[src/rtl/cv32e40px_apu_arbiter.sv]
// ---------------------------------------------------------------------------
// cv32e40px_apu_arbiter
//
// Shares one APU between NUM_REQ core-side APU dispatchers. Requests are
// arbitrated round-robin. The selection is locked while the APU
// back-pressures, so the forwarded payload cannot change under a stall.
// An in-order tag FIFO of requester IDs steers each returning result back
// to the requester that issued it.
//
// Handshake semantics (all interfaces):
//   A requester raises req_i and holds it, with a stable payload_i, until it
//   sees gnt_o in that cycle. The request/grant pair completes in the cycle
//   where both are high; grant may arrive in the same cycle the request rises.
//   Toward the APU, apu_req_o/apu_gnt_i follow the same rule. Results carry
//   no back-pressure: apu_rvalid_i and rvalid_o are single-cycle pulses, and
//   results return in issue order.
//
// Ports:
//   clk_i, rst_i        clock, asynchronous active-high reset
//   req_i, payload_i    per-requester request and packed payload
//   gnt_o               one-hot grant (combinational)
//   rvalid_o, result_o  one-hot result valid, broadcast result bundle
//   apu_req_o, apu_payload_o, apu_gnt_i   request side of the APU port
//   apu_rvalid_i, apu_result_i            response side of the APU port
//   outstanding_o       tag FIFO occupancy
//   err_o               sticky protocol error (cleared only by reset)
// ---------------------------------------------------------------------------
module cv32e40px_apu_arbiter #(
  parameter int NUM_REQ         = 4,
  parameter int PAYLOAD_W       = 128,
  parameter int RESULT_W        = 37,
  parameter int MAX_OUTSTANDING = 4
) (
  input  logic                               clk_i,
  input  logic                               rst_i,
  input  logic [NUM_REQ-1:0]                 req_i,
  input  logic [NUM_REQ*PAYLOAD_W-1:0]       payload_i,
  output logic [NUM_REQ-1:0]                 gnt_o,
  output logic [NUM_REQ-1:0]                 rvalid_o,
  output logic [RESULT_W-1:0]                result_o,
  output logic                               apu_req_o,
  output logic [PAYLOAD_W-1:0]               apu_payload_o,
  input  logic                               apu_gnt_i,
  input  logic                               apu_rvalid_i,
  input  logic [RESULT_W-1:0]                apu_result_i,
  output logic [$clog2(MAX_OUTSTANDING):0]   outstanding_o,
  output logic                               err_o
);

  localparam int ID_W  = $clog2(NUM_REQ);
  localparam int PTR_W = $clog2(MAX_OUTSTANDING);
  localparam int CNT_W = PTR_W + 1;

  // Architectural state
  logic [ID_W-1:0]  ptr_q;       // round-robin priority pointer
  logic             lock_q;      // selection frozen under back-pressure
  logic [ID_W-1:0]  lock_idx_q;  // requester held by the lock
  logic [ID_W-1:0]  fifo_q [MAX_OUTSTANDING];
  logic [PTR_W-1:0] wr_ptr_q;
  logic [PTR_W-1:0] rd_ptr_q;
  logic [CNT_W-1:0] cnt_q;
  logic             err_q;

  // Combinational decode
  logic [ID_W-1:0]  rr_sel;
  logic             rr_found;
  logic [ID_W-1:0]  scan_idx;
  logic [ID_W-1:0]  sel;
  logic             lock_hold;
  logic             lock_drop;
  logic             full;
  logic             fifo_empty;
  logic             handshake;
  logic             pop;
  logic             empty_err;
  logic [ID_W-1:0]  head_id;
  logic [ID_W-1:0]  ptr_nxt;

  assign full       = (cnt_q == CNT_W'(MAX_OUTSTANDING));
  assign fifo_empty = (cnt_q == '0);
  assign head_id    = fifo_q[rd_ptr_q];

  // A locked requester that withdraws its request without a grant is a
  // protocol violation; the lock is released and arbitration proceeds
  // unlocked in the same cycle.
  assign lock_hold = lock_q &  req_i[lock_idx_q];
  assign lock_drop = lock_q & ~req_i[lock_idx_q];

  // Round-robin scan: ptr, ptr+1, ..., wrapping at NUM_REQ.
  always_comb begin
    rr_sel   = ptr_q;
    rr_found = 1'b0;
    scan_idx = '0;
    for (int i = 0; i < NUM_REQ; i++) begin
      scan_idx = ID_W'((int'(ptr_q) + i) % NUM_REQ);
      if (!rr_found && req_i[scan_idx]) begin
        rr_sel   = scan_idx;
        rr_found = 1'b1;
      end
    end
  end

  assign sel = lock_hold ? lock_idx_q : rr_sel;

  // Outputs are forced low while reset is asserted, since they are
  // combinational functions of live inputs.
  assign apu_req_o = (|req_i) & ~full & ~rst_i;
  assign handshake = apu_req_o & apu_gnt_i;
  assign pop       = apu_rvalid_i & ~fifo_empty & ~rst_i;
  assign empty_err = apu_rvalid_i & fifo_empty;

  assign ptr_nxt = (sel == ID_W'(NUM_REQ - 1)) ? '0 : sel + ID_W'(1);

  always_comb begin
    apu_payload_o = payload_i[PAYLOAD_W-1:0];
    for (int i = 0; i < NUM_REQ; i++) begin
      if (sel == ID_W'(i)) begin
        apu_payload_o = payload_i[i*PAYLOAD_W +: PAYLOAD_W];
      end
    end
  end

  always_comb begin
    gnt_o = '0;
    if (handshake) begin
      gnt_o[sel] = 1'b1;
    end
  end

  always_comb begin
    rvalid_o = '0;
    if (pop) begin
      rvalid_o[head_id] = 1'b1;
    end
  end

  assign result_o      = apu_result_i;
  assign outstanding_o = cnt_q;
  assign err_o         = err_q;

  always_ff @(posedge clk_i or posedge rst_i) begin
    if (rst_i) begin
      ptr_q      <= '0;
      lock_q     <= 1'b0;
      lock_idx_q <= '0;
      wr_ptr_q   <= '0;
      rd_ptr_q   <= '0;
      cnt_q      <= '0;
      err_q      <= 1'b0;
      for (int i = 0; i < MAX_OUTSTANDING; i++) begin
        fifo_q[i] <= '0;
      end
    end else begin
      // Lock / priority pointer
      if (handshake) begin
        lock_q <= 1'b0;
        ptr_q  <= ptr_nxt;
      end else if (apu_req_o) begin
        // Back-pressure: freeze the current selection.
        lock_q     <= 1'b1;
        lock_idx_q <= sel;
      end else if (lock_drop) begin
        lock_q <= 1'b0;
      end

      // Tag FIFO
      if (handshake) begin
        fifo_q[wr_ptr_q] <= sel;
        wr_ptr_q         <= wr_ptr_q + PTR_W'(1);
      end
      if (pop) begin
        rd_ptr_q <= rd_ptr_q + PTR_W'(1);
      end
      case ({handshake, pop})
        2'b10:   cnt_q <= cnt_q + CNT_W'(1);
        2'b01:   cnt_q <= cnt_q - CNT_W'(1);
        default: cnt_q <= cnt_q;
      endcase

      if (lock_drop || empty_err) begin
        err_q <= 1'b1;
      end
    end
  end

endmodule

[config.mk]
export PLATFORM = sky130hd
export DESIGN_NAME = cv32e40px_apu_arbiter
export DESIGN_NICKNAME = d
export VERILOG_FILES = /design/src/rtl/cv32e40px_apu_arbiter.sv
export SDC_FILE = /design/constraint.sdc
export NUM_CORES = 1
export LEC_CHECK = 0
export CORE_AREA = 5 5 283 285
export CTS_BUF_LIST = sky130_fd_sc_hd__clkbuf_16
export DETAILED_ROUTE_END_ITERATION = 7
export DIE_AREA = 0 0 288 290
export PLACE_DENSITY_LB_ADDON = 0.05
export REMOVE_ABC_BUFFERS = 1
export SLEW_MARGIN = 20
export SYNTH_ARGS = -nofsm -noshare
export SYNTH_HDL_FRONTEND = slang
export SYNTH_SLANG_ARGS = --single-unit
[constraint.sdc]
create_clock -name clk_i -period 9.6 [get_ports clk_i]
set_input_delay 1.92 -clock clk_i [delete_from_list [all_inputs] [get_ports clk_i]]
set_output_delay 1.92 -clock clk_i [all_outputs]
set_load 0.01 [all_outputs]
==> summary.md, run 1 <==
| Metric | Value |
|---|---|
| TritonRoute pass-1 iters | 5 |
| Number of global-route vias before repair | 8929 |
| Final setup viols | 0 |
| Die H | 290 um |
| Top_reg_cell synth | dfrtp_1 |
| GRT Util Overall | 12.12% |
| Final ANT Viol Nets | 0 |
| H-tree levels | 1 |
| Run status | finished clean |
| DP HPWL | 47400 um |
| Critical path required time | 7.68 ns |
| CTS tree | done |
| Synth Register Bits | 21 |
| Starting Density | 7.116% |
| CTS sink count | 21 |
| Drt initial violations | 226 |
| Hold crit path type | reg -> reg |
| Distinct cells, synth | 41 |
| Post-DP Area | 13150 um^2 |
| Initial antenna violation count | 26 |
| CTS Buf Count | 3 |
| Pin count of the biggest net entering global routing | 63 |
| Area growth syn-to-layout | 141.4% |
| NumNets Final | 2015 |
| Port Buf Inserts | 660 |
| EDFF count, synth | 0 |
| Global-route wire length before repair | 72800 um |
| Horiz. Die Dim | 288 um |
| Setup crit end kind | output port |
| Synth Warn # | 0 |
| Hold Path End | err_o |
| Grt ovf | 0 |
| Fin area | 13240 um^2 |
| Clk pwr share | 2.3% |
| Max Clk Rate | 129.2 MHz |
| Layout cells sized above 1 | 3.594% |
| Pre-CTS setup slack | 1.785 ns |
| Worst R2R Path Depth | 9 |
| Hold_sp | err_o |
| Crit path time final | 7.739 ns |
| RR Startpoint | outstanding_o[2] |
| Final Cycle Share | 80.61% |
| Pwr Total | 0.003930 W |
| Synthesized area | 5485 um^2 |
| Async set or reset register ratio after synthesis | 100.0% |
| Clock root buffer | clkbuf_16 |
| DRC | 0 |
| WS Path Type | in -> out |
| CP Data Arrival Time | 5.82 ns |
| Max clock buf depth | 2 |
| Post-synthesis area per instance | 6.319 um^2 |
| Final Slew Violations | 0 |
| Die area | 83520 um^2 |
| WL per Instance | 21.63 um |
| Sequential share of power | 4.5% |
| Worst Path Max Fanout | 33 |
| Pwr Density | 296.8 nW/um^2 |
| Peak supply drop | 152.5 uV |
| NetSw | 0.001956 W |
| Synth Instances | 868 |
| Post-CTS sizing | 0 |
| Post CTS Setup Buffer Count | 0 |
| Via total after detailed routing | 8388 |
| Final core utilization | 17.18% |
| Core area | 77080 um^2 |
| Crit path launch type | input pin |
| Clk_skew | 0.004466 ns |
| Combinational share of power | 93.2% |
| Vias/cell | 3.365 |
| I/O pin count | 735 |
| Net Sw Frac | 49.77% |
| Rows | 102 |
| Worst-Margin Slew | 0.9016 ns |
| Reg-to-reg endpoint | outstanding_o[2] |
| Static leakage | 4.631 nW |
| Sequential share of the synthesized area | 9.580% |
| Unrepaired setup endpoints after global routing | false |
| Worst-Skew Late Latency | 0.25 ns |
| Internal | 0.001974 W |
| Slew HR | 39.64% |
| Routability Congestion | 0.8204 |
| WHS Path Cells | 1 |
| Max-Cap Viols | 0 |
| Final hold vios | 0 |
| Hold buffer count at CTS | 0 |
| Worst-path clk slew | 0.06 ns |
| Reg2reg setup slack | 6.94 ns |
| Final WS setup | 1.861 ns |
| Routed wire length | 53910 um |
routing by layer:
layer	global-route usage, %	part of all wire, %	up-vias
li1	-	-	4123
met1	11.43	33	3814
met2	24.88	56	391
met3	5.133	9.7	40
met4	0.7766	0.88	20
met5	0.2907	0.25	-
cell usage after synthesis, types with 2 or more instances:
cell | number | area (um^2)
nand2_1 | 139 | 521.8
nor2_1 | 132 | 495.5
mux2i_1 | 131 | 1311
o21ai_0 | 131 | 655.6
a21oi_1 | 129 | 645.6
clkbuf_1 | 57 | 214.0
buf_4 | 39 | 292.8
dfrtp_1 | 21 | 525.5
buf_2 | 13 | 65.06
inv_1 | 11 | 41.29
ha_1 | 9 | 112.6
mux2_1 | 6 | 67.56
and2_1 | 5 | 31.28
mux2_2 | 5 | 56.30
nand2b_1 | 3 | 18.77
nor2b_1 | 3 | 18.77
xnor2_1 | 3 | 26.28
xor2_1 | 3 | 26.28
mux2_4 | 2 | 30.03
mux4_2 | 2 | 45.04
nor3_1 | 2 | 10.01
nor3_2 | 2 | 20.02
nor3b_1 | 2 | 15.01
flip-flops by register name, summed over array words and instances (netlist names):
register       count
rd_ptr_q           2
lock_idx_q         2
ptr_q              2
wr_ptr_q           2
fifo_q             8
lock_q             1
err_o              1
outstanding_o      3
cell families (layout without fill, tap and decap cells):
logic type | count (synthesis) | after routing | synth area share (%)
AOI/OAI and AO/OA | 268 | 268 | 25.84
adders and majority gates | 10 | 10 | 2.418
xor gates and xnor gates | 6 | 6 | 0.9582
DFF | 21 | 21 | 9.580
muxes | 147 | 147 | 27.78
and+or+nand+nor | 295 | 295 | 22.03
other | 0 | 6 | 0
buffers and inverters | 121 | 700 | 11.38
through the flow:
| step | std cells | hold WS [ns] | TNS (ns) |
|---|---|---|---|
| 2_1_floorplan | 758 | 0.4587 | -45.16 |
| 3_5_place_dp | 2483 | 0.4789 | 0 |
| 6_report | 2493 | 0.4796 | 0 |
| 4_1_cts | 2487 | 0.4924 | 0 |
| 3_3_place_gp | 2483 | 0.4766 | 0 |
| 5_1_grt | 2490 | 0.5201 | 0 |
worst max-delay path: stages:
cell             delay [ns]
clkdlybuf4s50_1        0.54
mux2i_2                0.27
nor3_2                 0.08
o41ai_4                0.69
ha_4                   0.77
buf_4                  0.38
mux2i_1                0.10
nor2_1                 0.09
a21oi_1                0.05
o21ai_0                0.17
clkdlybuf4s50_1        0.67
power groups by stage:
| stage | sequential [W] | combinational (W) | clock, W |
|---|---|---|---|
| 6_report | 0.000177 | 0.00366 | 0.0000888 |
| 5_1_grt | 0.000186 | 0.00402 | 0.0000972 |
| 4_1_cts | 0.000178 | 0.00380 | 0.0000935 |
| 3_5_place_dp | 0.000179 | 0.00378 | 0 |
| 3_3_place_gp | 0.000180 | 0.00385 | 0 |
| 2_1_floorplan | 0.000168 | 0.00192 | 0 |
placed cells by master, fill, tap and decap left out, types with 5 or more instances in the layout:
master	instances
inv_1	11
dfrtp_1	21
and2_1	5
clkdlybuf4s50_1	660
o21ai_0	131
mux2_1	6
a21oi_1	129
diode_2	6
ha_1	6
buf_4	16
mux2i_1	131
nand2_1	139
buf_12	9
nor2_1	132
mux2_2	5
final cells by class:
| type | instances | area, um^2 |
|---|---|---|
| clock inverter | 1 | 5.005 |
| fill | 8809 | 63840 |
| multi-input combinational | 726 | 4373 |
| sequential | 21 | 525.5 |
| inverter | 11 | 41.29 |
| antenna | 6 | 15.01 |
| clock buffer | 3 | 75.07 |
| tap | 1040 | 1301 |
| timing repair buffer | 685 | 6907 |
worst max path at each step:
stage,end,slack (ns),cells after the start,startpoint
6_report,apu_payload_o[120],1.86,11,req_i[0]
5_1_grt,apu_payload_o[38],1.52,11,req_i[0]
4_1_cts,apu_payload_o[120],1.78,11,req_i[0]
3_5_place_dp,apu_payload_o[65],1.79,11,req_i[0]
3_3_place_gp,apu_payload_o[120],1.80,11,req_i[2]
2_1_floorplan,apu_payload_o[0],-0.35,8,req_i[2]
Note: power is estimated with default switching activity, not from simulation.
==> run 2, diff against run 1 <==
--- a/config.mk
+++ b/config.mk
@@ -5,10 +5,10 @@
 export SDC_FILE = /design/constraint.sdc
 export NUM_CORES = 1
 export LEC_CHECK = 0
-export CORE_AREA = 5 5 283 285
+export CORE_AREA = 5 5 285 287
 export CTS_BUF_LIST = sky130_fd_sc_hd__clkbuf_16
 export DETAILED_ROUTE_END_ITERATION = 7
-export DIE_AREA = 0 0 288 290
+export DIE_AREA = 0 0 290 292
 export PLACE_DENSITY_LB_ADDON = 0.05
 export REMOVE_ABC_BUFFERS = 1
 export SLEW_MARGIN = 20
==> constraint.sdc (replaced) <==
create_clock -name clk_i -period 7.2 [get_ports clk_i]
set_input_delay 1.44 -clock clk_i [delete_from_list [all_inputs] [get_ports clk_i]]
set_output_delay 1.44 -clock clk_i [all_outputs]
set_load 0.01 [all_outputs]
==> run 2 against run 1 <==
Net effect: register-to-register slack worse by 2.3 ns; combinational power is 35% higher; utilization is 0.22 points lower; final cell count is 0.60% higher; die area is 1.4% higher; critical path depth is 1 higher; non-clock buffer count is 2 lower; clock skew is 0.0030 ns lower; first-iteration DRC count is 26% lower; final area is 0.32% higher; global-route usage is 0.35 points lower; sequential share of layout area hardly changed; largest cell class unchanged; highest routed layer unchanged.
==> summary.md, run 2 (synthesis results as in run 1) <==
| Metric | Value |
|---|---|
| I/O pin count | 735 (unchanged) |
| Hold buffer count at CTS | 0 (unchanged) |
| Hold Path End | fifo_q[2] (was err_o) |
| Crit path time final | 6.472 ns |
| Crit path launch type | input pin (unchanged) |
| Max clock buf depth | 2 (unchanged) |
| Port Buf Inserts | 660 (unchanged) |
| Core area | 78360 um^2 (was 77080 um^2) |
| Max-Cap Viols | 0 (unchanged) |
| Pwr Total | 0.005292 W (was 0.003930 W) |
| Clock root buffer | clkbuf_16 (unchanged) |
| Global-route wire length before repair | 72090 um (was 72800 um) |
| Area of the multi-input gates | 4373 um^2 (unchanged) |
| Worst-Margin Slew | 0.8760 ns (was 0.9016 ns) |
| Most common cell after layout, fill and taps aside | clkdlybuf4s50_1 (unchanged) |
| Routability Congestion | 0.8228 (was 0.8204) |
| DP HPWL | 47520 um (was 47400 um) |
| DRC | 0 (unchanged) |
| Peak supply drop | 242.2 uV (was 152.5 uV) |
| CTS tree | done (unchanged) |
| Final Slew Violations | 0 (unchanged) |
| CP Data Arrival Time | 5.03 ns (was 5.82 ns) |
| Static leakage | 4.624 nW (was 4.631 nW) |
| Run status | finished clean (unchanged) |
| Slew HR | 41.54% (was 39.64%) |
| Die area | 84680 um^2 (was 83520 um^2) |
| Top reg by flops | fifo_q (unchanged) |
| Reg area | 525.5 um^2 (unchanged) |
| Via total after detailed routing | 8279 (was 8388) |
| Final setup viols | 0 (unchanged) |
| WS Path Type | in -> out (unchanged) |
| Number of flip-flops in the largest register | 8 (unchanged) |
| Hold crit path type | reg -> reg (unchanged) |
| Routed wire length | 54190 um (was 53910 um) |
| Filler instances | 8974 (was 8809) |
| Die H | 292 um (was 290 um) |
| TritonRoute pass-1 iters | 4 (was 5) |
| Final Cycle Share | 89.88% |
| H-tree levels | 1 (unchanged) |
| Reg-to-reg endpoint | outstanding_o[2] (unchanged) |
| Post-CTS sizing | 0 (unchanged) |
| NumNets Final | 2013 (was 2015) |
| Unrepaired setup endpoints after global routing | false (unchanged) |
| Clk_skew | 0.001488 ns (was 0.004466 ns) |
| GRT Util Overall | 11.77% (was 12.12%) |
| Starting Density | 7.001% (was 7.116%) |
| Grt ovf | 0 (unchanged) |
| Worst-path clk slew | 0.06 ns (about the same) |
| CTS sink count | 21 (unchanged) |
| Worst R2R Path Depth | 9 (unchanged) |
| CTS Buf Count | 3 (unchanged) |
| Horiz. Die Dim | 290 um (was 288 um) |
| Pwr Density | 398.4 nW/um^2 (was 296.8 nW/um^2) |
| Vias/cell | 3.301 (was 3.365) |
| Initial antenna violation count | 18 (was 26) |
| Reg2reg setup slack | 4.68 ns (was 6.94 ns) |
| Number of global-route vias before repair | 8773 (was 8929) |
| Max Clk Rate | 154.5 MHz |
| Post CTS Setup Buffer Count | 0 (unchanged) |
| Drt initial violations | 168 (was 226) |
| Rows | 103 (was 102) |
| Layout cells sized above 1 | 3.460% (was 3.594%) |
| Final core utilization | 16.96% (was 17.18%) |
| RR Startpoint | outstanding_o[2] (unchanged) |
| Area growth syn-to-layout | 142.2% (was 141.4%) |
| Critical path required time | 5.76 ns (was 7.68 ns) |
| WHS Path Cells | 1 (unchanged) |
| Pin count of the biggest net entering global routing | 108 (was 63) |
| WL per Instance | 21.61 um (was 21.63 um) |
| Worst Path Max Fanout | 36 (was 33) |
| Hold_sp | fifo_q[2] (was err_o) |
| Final ANT Viol Nets | 0 (unchanged) |
| Most frequent cells in the layout | clkdlybuf4s50_1, nand2_1, nor2_1 (unchanged) |
| Final hold vios | 0 (unchanged) |
| Worst-Skew Late Latency | 0.26 ns (was 0.25 ns) |
| Setup crit end kind | output port (unchanged) |
## run 2: final cells by class
class | count | share of cell area [%]
Clock buffer | 3 | 0.5651
Inverter | 11 | 0.3108
Clock inverter | 1 | 0.05651
Sequential cell | 21 | 3.956
Tap cell | 1050 | 9.889
Multi-Input combinational cell | 726 | 32.92
Antenna cell | 13 | 0.2449
Timing Repair Buffer | 683 | 52.06
## run 2: critical path, cell delays in order
cell and delay (ns):
clkdlybuf4s50_1 0.65, nor2b_1 0.22, o21ai_0 0.14, a31oi_2 0.52, inv_1 0.17, ha_4 0.23
buf_12 0.18, mux2i_1 0.17, nor2_1 0.11, a21oi_1 0.05, o21ai_0 0.44, clkdlybuf4s50_1 0.64
## run 2: worst max path at each step
stage                     startpoint                 to  cells after the start  slack, ns
after floorplan             req_i[2]   apu_payload_o[0]                      8      -1.79
after global placement      req_i[2]  apu_payload_o[54]                     12       0.72
after detailed placement    req_i[2]  apu_payload_o[54]                     12       0.70
after CTS                   req_i[2]  apu_payload_o[54]                     12       0.67
after global routing        req_i[3]  apu_payload_o[49]                     12       0.43
final                       req_i[2]  apu_payload_o[54]                     12       0.73
## run 2: per-layer routing
metal	GRT usage, %	vias up	wire, um
li1	-	4124	-
met1	11.29	3725	18290
met2	23.76	386	30080
met3	5.179	36	5141
met4	1.212	8	627
met5	0.2217	-	53
## run 2: per-stage QoR
stage               instance area, um^2  instances  TNS [ns]  hold WS, ns  setup slack (ns)
global placement                  13170       2491         0       0.4770            0.7249
finish                            13290       2508         0       0.4925            0.7285
floorplan                          4902        758   -232.57       0.4587            -1.793
CTS                               13250       2495         0       0.4976            0.6725
detailed placement                13170       2491         0       0.4833            0.7020
global route                      13260       2498         0       0.5170            0.4299
## run 2: power by group
part	switching, W	total (W)	internal (W)
clock network	0.0000481	0.000123	0.0000753
logic	0.00254	0.00493	0.00239
registers	0.0000640	0.000239	0.000175
total	0.00266	0.00529	0.00264
==> run 3, diff against run 2 <==
--- a/config.mk
+++ b/config.mk
@@ -5,10 +5,11 @@
 export SDC_FILE = /design/constraint.sdc
 export NUM_CORES = 1
 export LEC_CHECK = 0
-export CORE_AREA = 5 5 285 287
+export ABC_AREA = 1
+export CORE_AREA = 5 5 286 288
 export CTS_BUF_LIST = sky130_fd_sc_hd__clkbuf_16
 export DETAILED_ROUTE_END_ITERATION = 7
-export DIE_AREA = 0 0 290 292
+export DIE_AREA = 0 0 291 293
 export PLACE_DENSITY_LB_ADDON = 0.05
 export REMOVE_ABC_BUFFERS = 1
 export SLEW_MARGIN = 20
==> run 3 against run 2 <==
Net effect: clock power is essentially flat; sequential power is essentially flat; non-clock buffer count shrank 1; critical path depth grew 1; flip-flop and latch count is the same; utilization shrank 0.14 points; synthesized cell count grew 28%; register-to-register slack is essentially flat; first-iteration DRC count grew 90%; synthesized area grew 0.57%.
==> summary.md, run 3 <==
| Metric | Value |
|---|---|
| Run status | finished clean (unchanged) |
| Via total after detailed routing | 9577 (was 8279) |
| Clk_skew | 0.006649 ns (was 0.001488 ns) |
| Most common cell after layout, fill and taps aside | clkdlybuf4s50_1 (unchanged) |
| CP Data Arrival Time | 5.00 ns (was 5.03 ns) |
| CTS sink count | 21 (unchanged) |
| Port Buf Inserts | 660 (unchanged) |
| Pin count of the biggest net entering global routing | 68 (was 108) |
| CTS Buf Count | 3 (unchanged) |
| Worst-Margin Slew | 0.7539 ns (was 0.8760 ns) |
| Synth area leader | nand2_1 (was mux2i_1) |
| Most common library cells after synthesis | nand2_1, o21ai_0, nand3_1 (was nand2_1, nor2_1, mux2i_1, o21ai_0, a21oi_1) |
| Async set or reset register ratio after synthesis | 100.0% (unchanged) |
| Routed wire length | 62930 um (was 54190 um) |
| Reg2reg setup slack | 4.68 ns (about the same) |
| Pwr Density | 698.3 nW/um^2 (was 398.4 nW/um^2) |
| Hold crit path type | reg -> reg (unchanged) |
| Worst-Skew Late Latency | 0.26 ns (about the same) |
| DRC | 0 (unchanged) |
| Critical path required time | 5.76 ns (about the same) |
| GRT Util Overall | 13.88% (was 11.77%) |
| Crit path time final | 6.438 ns (was 6.472 ns) |
| Drt initial violations | 319 (was 168) |
| Reg-to-reg endpoint | outstanding_o[1] (was outstanding_o[2]) |
| Die area | 85260 um^2 (was 84680 um^2) |
| I/O pin count | 735 (unchanged) |
| Worst Path Max Fanout | 65 (was 36) |
| Final core utilization | 16.82% (was 16.96%) |
| Distinct cells, synth | 31 (was 41) |
| Final hold vios | 0 (unchanged) |
| Max-Cap Viols | 0 (unchanged) |
| Grt ovf | 0 (unchanged) |
| Fin area | 13220 um^2 (was 13290 um^2) |
| Layout cells sized above 1 | 2.989% (was 3.460%) |
| Worst-path clk slew | 0.06 ns (about the same) |
| Final Slew Violations | 0 (unchanged) |
| Clock root buffer | clkbuf_16 (unchanged) |
| WS Path Type | in -> out (unchanged) |
| Unrepaired setup endpoints after global routing | false (unchanged) |
| Synth Register Bits | 21 (unchanged) |
| Hold buffer count at CTS | 0 (unchanged) |
| Crit path launch type | input pin (unchanged) |
| WHS | 0.4878 ns (was 0.4925 ns) |
| Area growth syn-to-layout | 139.7% (was 142.2%) |
| Most common cell in the netlist | nand2_1 (unchanged) |
| Die H | 293 um (was 292 um) |
| Static leakage | 5.035 nW (was 4.624 nW) |
| Setup crit end kind | output port (unchanged) |
| Final Cycle Share | 89.41% (was 89.88%) |
| Post-CTS sizing | 0 (unchanged) |
| CP startpoint | req_i[2] (unchanged) |
| Area share of the largest cell type after synthesis | 32.18% (was 23.91%) |
| TritonRoute pass-1 iters | 4 (unchanged) |
| Top_reg_cell synth | dfrtp_1 (unchanged) |
| Post-DP Area | 13120 um^2 (was 13170 um^2) |
| Final setup viols | 0 (unchanged) |
| Core area | 78610 um^2 (was 78360 um^2) |
| Horiz. Die Dim | 291 um (was 290 um) |
| Synth Instances | 1110 (was 868) |
| CTS tree | done (unchanged) |
| Top reg by flops | fifo_q (unchanged) |
| Post-synthesis area per instance | 4.970 um^2 (was 6.319 um^2) |
| WL per Instance | 23.02 um (was 21.61 um) |
| Post CTS Setup Buffer Count | 0 (unchanged) |
| Routability Congestion | 0.7930 (was 0.8228) |
| Global-route wire length before repair | 85650 um (was 72090 um) |
| Initial antenna violation count | 27 (was 18) |
| Synthesized area | 5517 um^2 (was 5485 um^2) |
| Top cells by area, synth | nand2_1, o21ai_0, nand3_1 (was mux2i_1, o21ai_0, a21oi_1) |
| EDFF count, synth | 0 (unchanged) |
| Starting Density | 7.017% (was 7.001%) |
| Max Clk Rate | 155.3 MHz (was 154.5 MHz) |
| H-tree levels | 1 (unchanged) |
| Vias/cell | 3.504 (was 3.301) |
| Peak supply drop | 272.9 uV (was 242.2 uV) |
| Final ANT Viol Nets | 0 (unchanged) |
| Sequential share of the synthesized area | 9.526% (was 9.580%) |
| Worst R2R Path Depth | 9 (unchanged) |
| Synth Warn # | 0 (unchanged) |
| Max clock buf depth | 2 (unchanged) |
| DP HPWL | 54020 um (was 47520 um) |
| NumNets Final | 2241 (was 2013) |
| Slew HR | 49.35% (was 41.54%) |
| Number of global-route vias before repair | 9719 (was 8773) |
| CP Capture Point | apu_payload_o[91] (was apu_payload_o[54]) |
| RR Startpoint | outstanding_o[0] (was outstanding_o[2]) |
| Number of flip-flops in the largest register | 8 (unchanged) |
| Rows | 103 (unchanged) |
| Most frequent cells in the layout | clkdlybuf4s50_1, nand2_1, o21ai_0 (was clkdlybuf4s50_1, nand2_1, nor2_1) |
| Pwr Total | 0.009233 W (was 0.005292 W) |
[run 3: cells by family after synthesis]
group	synth area share, %
AO/OA/AOI/OAI	25.04
XOR/XNOR	0.6352
buffers and inverters	14.18
flip-flops	9.526
adder cells (fa/ha/maj)	2.404
AND/OR/NAND/NOR	48.22
[run 3: cell type report]
cell class	count	area [um^2]
Timing Repair Buffer	682	6897
Multi-Input combinational cell	930	4234
Clock inverter	1	7.507
Inverter	36	145.1
Antenna cell	10	25.02
Sequential cell	21	525.5
Fill cell	9091	65390
Tap cell	1050	1314
Clock buffer	3	75.07
[run 3: routing by layer]
metal | routed length (um) | part of all wire [%] | GRT usage (%)
met1 | 24260 | 39 | 15.26
met4 | 263 | 0.42 | 0.7192
met5 | 138 | 0.22 | 0.1109
met2 | 33300 | 53 | 26.91
met3 | 4968 | 7.9 | 4.875
[run 3: worst max-delay path, cell delays in order]
cell and delay (ns):
clkdlybuf4s50_1 0.51, inv_1 0.08, o211ai_1 0.15, and2_1 0.20, nand2_1 0.18, o21ai_4 0.36
inv_1 0.12, ha_1 0.28, inv_8 0.30, buf_12 0.29, o21ai_0 0.14, o21ai_1 0.24
clkdlybuf4s50_1 0.61
[run 3: metrics by stage]
| stage | worst slack [ns] | instances | setup TNS, ns |
|---|---|---|---|
| after global placement | 0.6020 | 2719 | 0 |
| final | 0.7622 | 2733 | 0 |
| after CTS | 0.6509 | 2723 | 0 |
| after floorplan | -1.762 | 987 | -226.32 |
| after detailed placement | 0.6664 | 2719 | 0 |
| after global routing | 0.3756 | 2724 | 0 |
[run 3: worst min-delay path by stage]
| stage | startpoint | endpoint | slack, ns | cells after the start |
|---|---|---|---|---|
| after floorplan | fifo_q[4] | fifo_q[4] | 0.45 | 2 |
| after global placement | fifo_q[4] | fifo_q[4] | 0.47 | 2 |
| after detailed placement | fifo_q[5] | fifo_q[5] | 0.48 | 2 |
| after CTS | fifo_q[5] | fifo_q[5] | 0.49 | 2 |
| after global routing | rd_ptr_q[1] | rd_ptr_q[1] | 0.52 | 1 |
| final | fifo_q[4] | fifo_q[4] | 0.49 | 2 |
[run 3: power by group]
| group | internal, W | leakage [nW] | switching (W) |
|---|---|---|---|
| combinational | 0.00395 | 4.74 | 0.00492 |
| clock | 0.0000754 | 0.0372 | 0.0000495 |
| sequential | 0.000172 | 0.256 | 0.0000674 |
| total | 0.00419 | 5.04 | 0.00504 |
